$ cat config.mk
export PLATFORM = sky130hd
export DESIGN_NAME = cache_miss_ctrl
export DESIGN_NICKNAME = d
export VERILOG_FILES = /design/src/rtl/cache_miss_ctrl.sv
export SDC_FILE = /design/constraint.sdc
export NUM_CORES = 1
export LEC_CHECK = 0
export ABC_AREA = 1
export CAP_MARGIN = 20
export CORE_MARGIN = 1
export CORE_UTILIZATION = 40
export CTS_BUF_LIST = sky130_fd_sc_hd__clkbuf_2
export CTS_CLUSTER_DIAMETER = 150
export DETAILED_ROUTE_END_ITERATION = 8
export GPL_TIMING_DRIVEN = 0
export PLACE_DENSITY = 0.73
export SLEW_MARGIN = 15
export SYNTH_ARGS = -nofsm -noshare
export SYNTH_HDL_FRONTEND = slang
export SYNTH_SLANG_ARGS = --single-unit
$ cat constraint.sdc
create_clock -name clk -period 2.2 [get_ports clk]
set_clock_uncertainty 0.15 [all_clocks]
set_input_delay 0.44 -clock clk [delete_from_list [all_inputs] [get_ports clk]]
set_output_delay 0.44 -clock clk [all_outputs]
set_load 0.05 [all_outputs]
$ cat src/rtl/cache_miss_ctrl.sv
// cache_miss_ctrl: arbitrates I/D cache misses onto one memory port (write-back, fill, done).
// Optional watchdog enabled by CACHE_MISS_CTRL_TIMEOUT_EN.
module cache_miss_ctrl #(
  parameter int ADDR_W  = 16,
  parameter int TIMEOUT = 64
) (
  input  logic              clk,
  input  logic              reset,
  input  logic              i_miss,
  input  logic              d_miss,
  input  logic [ADDR_W-1:0] i_addr,
  input  logic [ADDR_W-1:0] d_addr,
  input  logic              d_dirty,
  input  logic [5:0]        d_victim_tag,
  output logic              mem_req,
  output logic              mem_we,
  output logic [ADDR_W-1:0] mem_addr,
  input  logic              mem_ack,
  output logic              i_fill,
  output logic              d_fill,
  output logic              wb_sel,
  output logic              i_done,
  output logic              d_done,
  output logic              busy,
  output logic              err
);
  typedef enum logic [1:0] {IDLE, WB, FILL, DONE} state_t;
  localparam logic [ADDR_W-1:0] BLK_MASK = ~ADDR_W'(15);
  state_t r_state;
  logic r_last_d, r_gnt_d, r_mem_req, r_mem_we, r_wb_sel;
  logic r_i_fill, r_d_fill, r_i_done, r_d_done, r_busy;
  logic [ADDR_W-1:0] r_addr, r_mem_addr;
  logic w_gnt_i, w_gnt_d, w_tmo;
  logic [ADDR_W-1:0] w_addr;
  // the round-robin pointer only moves when both requesters contend
  assign w_gnt_i = i_miss && (!d_miss || r_last_d);
  assign w_gnt_d = d_miss && !w_gnt_i;
  assign w_addr  = w_gnt_i ? i_addr : d_addr;
`ifdef CACHE_MISS_CTRL_TIMEOUT_EN
  localparam int CW = $clog2(TIMEOUT + 1);
  logic [CW-1:0] r_cnt;
  logic r_err;
  assign w_tmo = (r_state == WB || r_state == FILL) && !mem_ack && r_cnt == CW'(TIMEOUT - 1);
  assign err = r_err;
  always_ff @(posedge clk or posedge reset) begin
    if (reset) begin
      r_cnt <= '0;
      r_err <= 1'b0;
    end else begin
      r_cnt <= (r_state == WB || r_state == FILL) && !mem_ack ? r_cnt + CW'(1) : '0;
      r_err <= r_err | w_tmo;
    end
  end
`else
  assign w_tmo = 1'b0;
  assign err = 1'b0;
`endif
  always_ff @(posedge clk or posedge reset) begin
    if (reset) begin
      r_state    <= IDLE;
      r_last_d   <= 1'b1;
      r_gnt_d    <= 1'b0;
      r_addr     <= '0;
      r_mem_req  <= 1'b0;
      r_mem_we   <= 1'b0;
      r_wb_sel   <= 1'b0;
      r_mem_addr <= '0;
      r_i_fill   <= 1'b0;
      r_d_fill   <= 1'b0;
      r_i_done   <= 1'b0;
      r_d_done   <= 1'b0;
      r_busy     <= 1'b0;
    end else begin
      r_i_fill <= 1'b0;
      r_d_fill <= 1'b0;
      r_i_done <= 1'b0;
      r_d_done <= 1'b0;
      if (w_tmo) begin
        r_state    <= IDLE;
        r_mem_req  <= 1'b0;
        r_mem_we   <= 1'b0;
        r_wb_sel   <= 1'b0;
        r_mem_addr <= '0;
        r_busy     <= 1'b0;
      end else begin
        case (r_state)
          IDLE: if (i_miss || d_miss) begin
            r_gnt_d   <= w_gnt_d;
            r_last_d  <= (i_miss && d_miss) ? w_gnt_d : r_last_d;
            r_addr    <= w_addr & BLK_MASK;
            r_mem_req <= 1'b1;
            r_busy    <= 1'b1;
            if (w_gnt_d && d_dirty) begin
              r_state    <= WB;
              r_mem_we   <= 1'b1;
              r_wb_sel   <= 1'b1;
              r_mem_addr <= ADDR_W'({d_victim_tag, d_addr[9:4], 4'b0});
            end else begin
              r_state    <= FILL;
              r_mem_addr <= w_addr & BLK_MASK;
            end
          end
          WB: if (mem_ack) begin
            r_state    <= FILL;
            r_mem_we   <= 1'b0;
            r_wb_sel   <= 1'b0;
            r_mem_addr <= r_addr;
          end
          FILL: if (mem_ack) begin
            r_state    <= DONE;
            r_mem_req  <= 1'b0;
            r_mem_addr <= '0;
            r_i_fill   <= !r_gnt_d;
            r_i_done   <= !r_gnt_d;
            r_d_fill   <= r_gnt_d;
            r_d_done   <= r_gnt_d;
          end
          default: begin
            r_state <= IDLE;
            r_busy  <= 1'b0;
          end
        endcase
      end
    end
  end
  assign mem_req  = r_mem_req;
  assign mem_we   = r_mem_we;
  assign wb_sel   = r_wb_sel;
  assign mem_addr = r_mem_addr;
  assign i_fill   = r_i_fill;
  assign d_fill   = r_d_fill;
  assign i_done   = r_i_done;
  assign d_done   = r_d_done;
  assign busy     = r_busy;
endmodule

# Word level (Yosys, flattened, before mapping)
# Cells that the tools add are included.
[totals]
regBits = 37
inputBits = 44
out_inout_bits = 25
wordCells = 60
[op_classes]
n_eq_ne = 6
mux = 22
n_bitwise = 1
reduce_logical = 21
[ops]
columns = ["cell", "n"]
rows = [
  ["$mux 16", 5],
  ["$pmux 16 s3", 1],
  ["$reduce_and 3->1", 3],
  ["$mux 1", 8],
  ["$mux 2", 4],
  ["$ne 2x2->1 const B", 4],
  ["$reduce_and 4->1", 2],
  ["$pmux 1 s2", 3],
  ["$pmux 2 s3", 1],
  ["$logic_and 1x1->1", 4],
  ["$reduce_and 2->1", 2],
  ["$reduce_bool 2->1", 2],
  ["$logic_not 1->1", 3],
  ["$reduce_bool 3->1", 1],
  ["$eq 2x1->1 const B", 1],
  ["$eq 2x2->1 const B", 1],
  ["$logic_not 2->1", 1],
  ["$logic_or 1x1->1", 2],
  ["$reduce_or 2->1", 1],
  ["$not 1->1", 1],
]

# Depth between registers and ports, before layout
[logic_depth]
word_depth = 9
ltp_mapped = 9
mapped_depth_nobuf = 8

# Worst setup path after synthesis
# No wires, ideal clock.
[synth_timing]
path_kind = "register to register"
start = "register r_state[1]"
end = "register r_addr[4]"
setup_ns = 0.123
t_arrival_ns = 1.345
required_time_ns = 1.927
setup_slack_ns = 0.582
path_stages_with_launch = 10
path_buffers = 2
synth_period_minus_slack_ns = 1.618
path_cell_list = "dfrtp_1 inv_1 ha_1 buf_4 inv_2 nor2_2 inv_2 buf_2 nand2_1 o21ai_1"
[synth_between]
elab_chain_cells = 2
[synth_rtl]
columns = ["item", "line_no", "text"]
rows = [
  ["start, declared", "29", "state_t r_state;"],
  ["start signal, assigned", "60", "r_state <= IDLE;"],
  ["start signal, assigned", "79", "r_state <= IDLE;"],
  ["start signal, assigned", "94", "r_state <= WB;"],
  ["$logic_not 2->1", "86", "case (r_state)"],
  ["$reduce_and 2->1 (no source line)", "--", ""],
  ["end signal, assigned", "90", "r_addr <= w_addr & BLK_MASK;"],
  ["end, declared", "32", "logic [ADDR_W-1:0] r_addr, r_mem_addr;"],
]
# Every way passes these cells.
# A chain may end at the register's enable or synchronous reset.

# Worst setup path in the final report
[layout_timing]
start = "register r_mem_addr[7] (netlist: mem_addr[7])"
end = "output port mem_addr[7]"
[layout_lines]
columns = ["item", "line_no", "text"]
rows = [
  ["start, declared", "32", ""],
  ["start signal, assigned", "97", "r_mem_addr <= ADDR_W'({d_victim_tag, d_addr[9:4], 4'b0});"],
  ["start signal, assigned", "100", "r_mem_addr <= w_addr & BLK_MASK;"],
  ["start signal, assigned", "107", "r_mem_addr <= r_addr;"],
  ["end, declared", "17", "output logic [ADDR_W-1:0] mem_addr,"],
]
# No word-level cell between the ends.

==> flow_metrics.py <==
metrics = {
    "job": {
        "drv_cap": 0,
    },
    "synthesis": {
        "ys_dominant_reg_cell": "dfrtp_1",
        "ys_seq_area_share_pct": 40.1,
        "netlist_area_mm2": 0.00206,
        "syn-instance-count": 258,
        "ys_async_sr_fraction_pct": 100,
        "avgSynthCellArea_um2": 7.99,
        "synth_warnings": 0,
        "synth_enable_flop_cells": 0,
        "synth-seq-cells": 33,
        "ys_types": 38,
    },
    "setup_path": {
        "critPathTopFamily": "buffers and inverters",
        "worst-setup-path-type": "flip-flop to output port",
        "critical_path.slowest_cell": "clkdlybuf4s50_1",
        "end_kind": "output port",
        "worst-path-buf-inv": 1,
        "worstPathRequired_ns": 1.61,
        "crit_arrival_ns": 1.56,
        "max_stage_delay_ns": 0.80,
        "r2r_slack_ns": 0.31,
        "cp-start-kind": "flip-flop",
        "r2r_cells": 9,
        "crit_chain": "clkdlybuf4s50_1",
        "worstReg2RegStart": "r_state[1]",
        "path_max_fanout": 2,
        "reg2reg_to": "r_addr[4]",
    },
    "layout": {
        "antennaDiodeCount": 0,
        "postLayoutCoreUtil_pct": 56.5,
        "drive_above_1_share_pct": 17.0,
        "syn2layout_area_growth_pct": 32.9,
        "layout.nets": 370,
        "fin_area_mm2": 0.00274,
    },
    "min_path": {
        "worstHoldEndpoint": "r_last_d",
        "min_path_type": "input pin to flip-flop",
        "holdPathStages": 3,
        "hold_path.startpoint": "i_miss",
    },
    "route": {
        "vias": 1835,
        "drtAntennaViolNets": 0,
        "dr.first_iter.drc_count": 37,
        "wl_per_cell_um": 11.9,
        "firstDrtPassIters": 4,
        "vias_per_cell": 4.71,
        "post-route-drc-count": 0,
        "routed_wl_um": 4640,
    },
    "clock_network": {
        "numCtsBuffers": 5,
        "tritoncts": "done",
        "postCtsSetupBuffers": 0,
        "clock-sinks": 33,
        "cts_root_buf": "clkbuf_2",
        "htree_levels": 2,
        "cts_buffer_depth": 2,
        "clkSlewWorstSetupHoldPaths_ns": 0.17,
        "ctsHoldBuffers": 0,
        "clock_latency_ns": 0.37,
    },
    "sta": {
        "period_minus_slack_ns": 2.15,
        "slew_headroom_pct": 52.9,
        "rsz0062_at_grt": "false",
        "fin_crit_sh_pct": 97.8,
        "finalSetupViolations": 0,
        "setup_tns_ns": 0,
        "slew_viol_final": 0,
        "hold_viol_final": 0,
        "fmax_mhz": 465,
        "tightest_slew_ns": 0.705,
    },
    "global_routing": {
        "antenna_found_initial": 0,
        "grt_pass1_vias": 1735,
        "grt_pass1_wl_um": 7640,
        "grt_use_total_pct": 18.7,
        "grt_max_degree": 34,
        "grt-ovfl-total": 0,
    },
    "floorplan": {
        "core-area_mm2": 0.00485,
        "start_util_pct": 42.5,
        "dieArea_mm2": 0.00545,
        "fp.dieH_um": 73.8,
        "rows": 25,
        "ios": 69,
        "die_x_um": 73.8,
    },
    "pwr": {
        "p_total_mw": 4.01,
        "p_leak_nw": 1.43,
        "ir_drop_uv": 647,
        "power-per-cell-area_mw_per_mm2": 1460,
    },
    "place": {
        "placed_area_mm2": 0.00269,
        "dpl.hpwl_um": 3490,
        "port_buffers": 53,
        "finalWeightedCongestion": 0.779,
    },
    "run_status": {
        "status": "completed",
    },
}
-- routing by layer --
metal	global-route usage (%)	part of all wire [%]
met2	32.8	49
met5	0	0
met3	2.47	3.1
met4	7.69	1.8
met1	23.1	46
-- per-stage QoR --
step                      worst slack (ns)  hold slack (ns)  cells
after floorplan                      0.582            0.260    262
after global placement              0.0803            0.278    382
after detailed placement            0.0320            0.296    382
after CTS                          0.00292            0.221    390
after global routing               0.00229            0.241    390
final                               0.0493            0.218    390
-- layout by cell type (no fill, tap or decap), drive strengths merged, types with 4 or more instances in the layout --
cell	count
a21oi	11
dfrtp	32
o21ai	16
nand3	16
dlymetal6s2s	5
a31oi	6
clkdlybuf4s50	45
o211ai	8
inv	46
ha	4
clkbuf	9
nor2	21
nand2	54
conb	5
buf	17
a21boi	9
-- registers in the layout, summed over array words and instances, names as in the netlist --
signal and cells:
busy 1, d_done 1, i_done 1, mem_addr 12
mem_req 1, r_addr 12, r_gnt_d 1, r_last_d 1
r_state 2, wb_sel 1
-- power breakdown --
| part | total (mW) | internal, mW | switching (mW) | leakage [nW] |
|---|---|---|---|---|
| Sequential | 1.09 | 0.924 | 0.161 | 0.394 |
| Clock | 0.299 | 0.0938 | 0.205 | 0.0332 |
| Combinational | 2.63 | 0.963 | 1.66 | 1.00 |
-- worst max-delay path by stage --
stage,start,to,cells after the start
after detailed placement,d_miss,wb_sel,8
final,mem_addr[7],mem_addr[7],1
after CTS,wb_sel,mem_we,1
after floorplan,r_state[1],r_addr[4],9
after global routing,mem_addr[15],mem_addr[15],1
after global placement,d_miss,wb_sel,8
-- layout make-up --
| cell class | count | area, µm² |
|---|---|---|
| repair buffers | 53 | 539 |
| well taps | 67 | 83.8 |
| fillers | 454 | 2110 |
| inverters | 48 | 180 |
| plain buffers | 18 | 128 |
| multi-input cells | 163 | 942 |
| flip-flops and latches | 33 | 827 |
| clock buffers | 8 | 40.0 |
-- synthesized netlist by cell type, types with 2 or more instances --
library cell	count	area, µm²
a21boi_2	2	22.5
nand2_1	47	176
buf_2	3	15.0
o211ai_1	8	60.1
nor3_1	2	10.0
a21oi_1	7	35.0
a31oi_1	6	37.5
o21ai_1	7	35.0
nand3_1	9	45.0
clkinv_1	2	7.51
inv_1	42	158
nand2_4	3	33.8
nand2_2	4	25.0
nor2_1	19	71.3
a21oi_2	3	26.3
inv_2	4	15.0
o21ai_0	9	45.0
dfrtp_1	32	801
buf_4	13	97.6
nand3_2	7	70.1
a21boi_1	7	52.6
ha_1	4	50.1
nand3b_1	3	22.5
-- timing repair --
| action | CTS | global route |
|---|---|---|
| resized for setup | 3 | 5 |
| endpoints found under the hold margin | 0 | 0 |
| gates cloned | 0 | 0 |
| setup endpoints to repair | 3 | 5 |
-- worst reg2reg max path, stage by stage (launching register included) --
cell and delay (ns):
dfrtp_1 0.46, inv_1 0.14, ha_1 0.15, buf_4 0.17, inv_2 0.07, nor2_2 0.25, inv_2 0.07, buf_2 0.19
nand2_1 0.07, o21ai_1 0.06
-- cell families after synthesis --
group	synth area share, %
simple gates	25.6
buf+inv	14.9
compound gates	16.3
flops	40.1
fa+ha+maj	2.43
xor+xnor	0.425
other cells	0.182
Power figures use the tool's default switching activity.
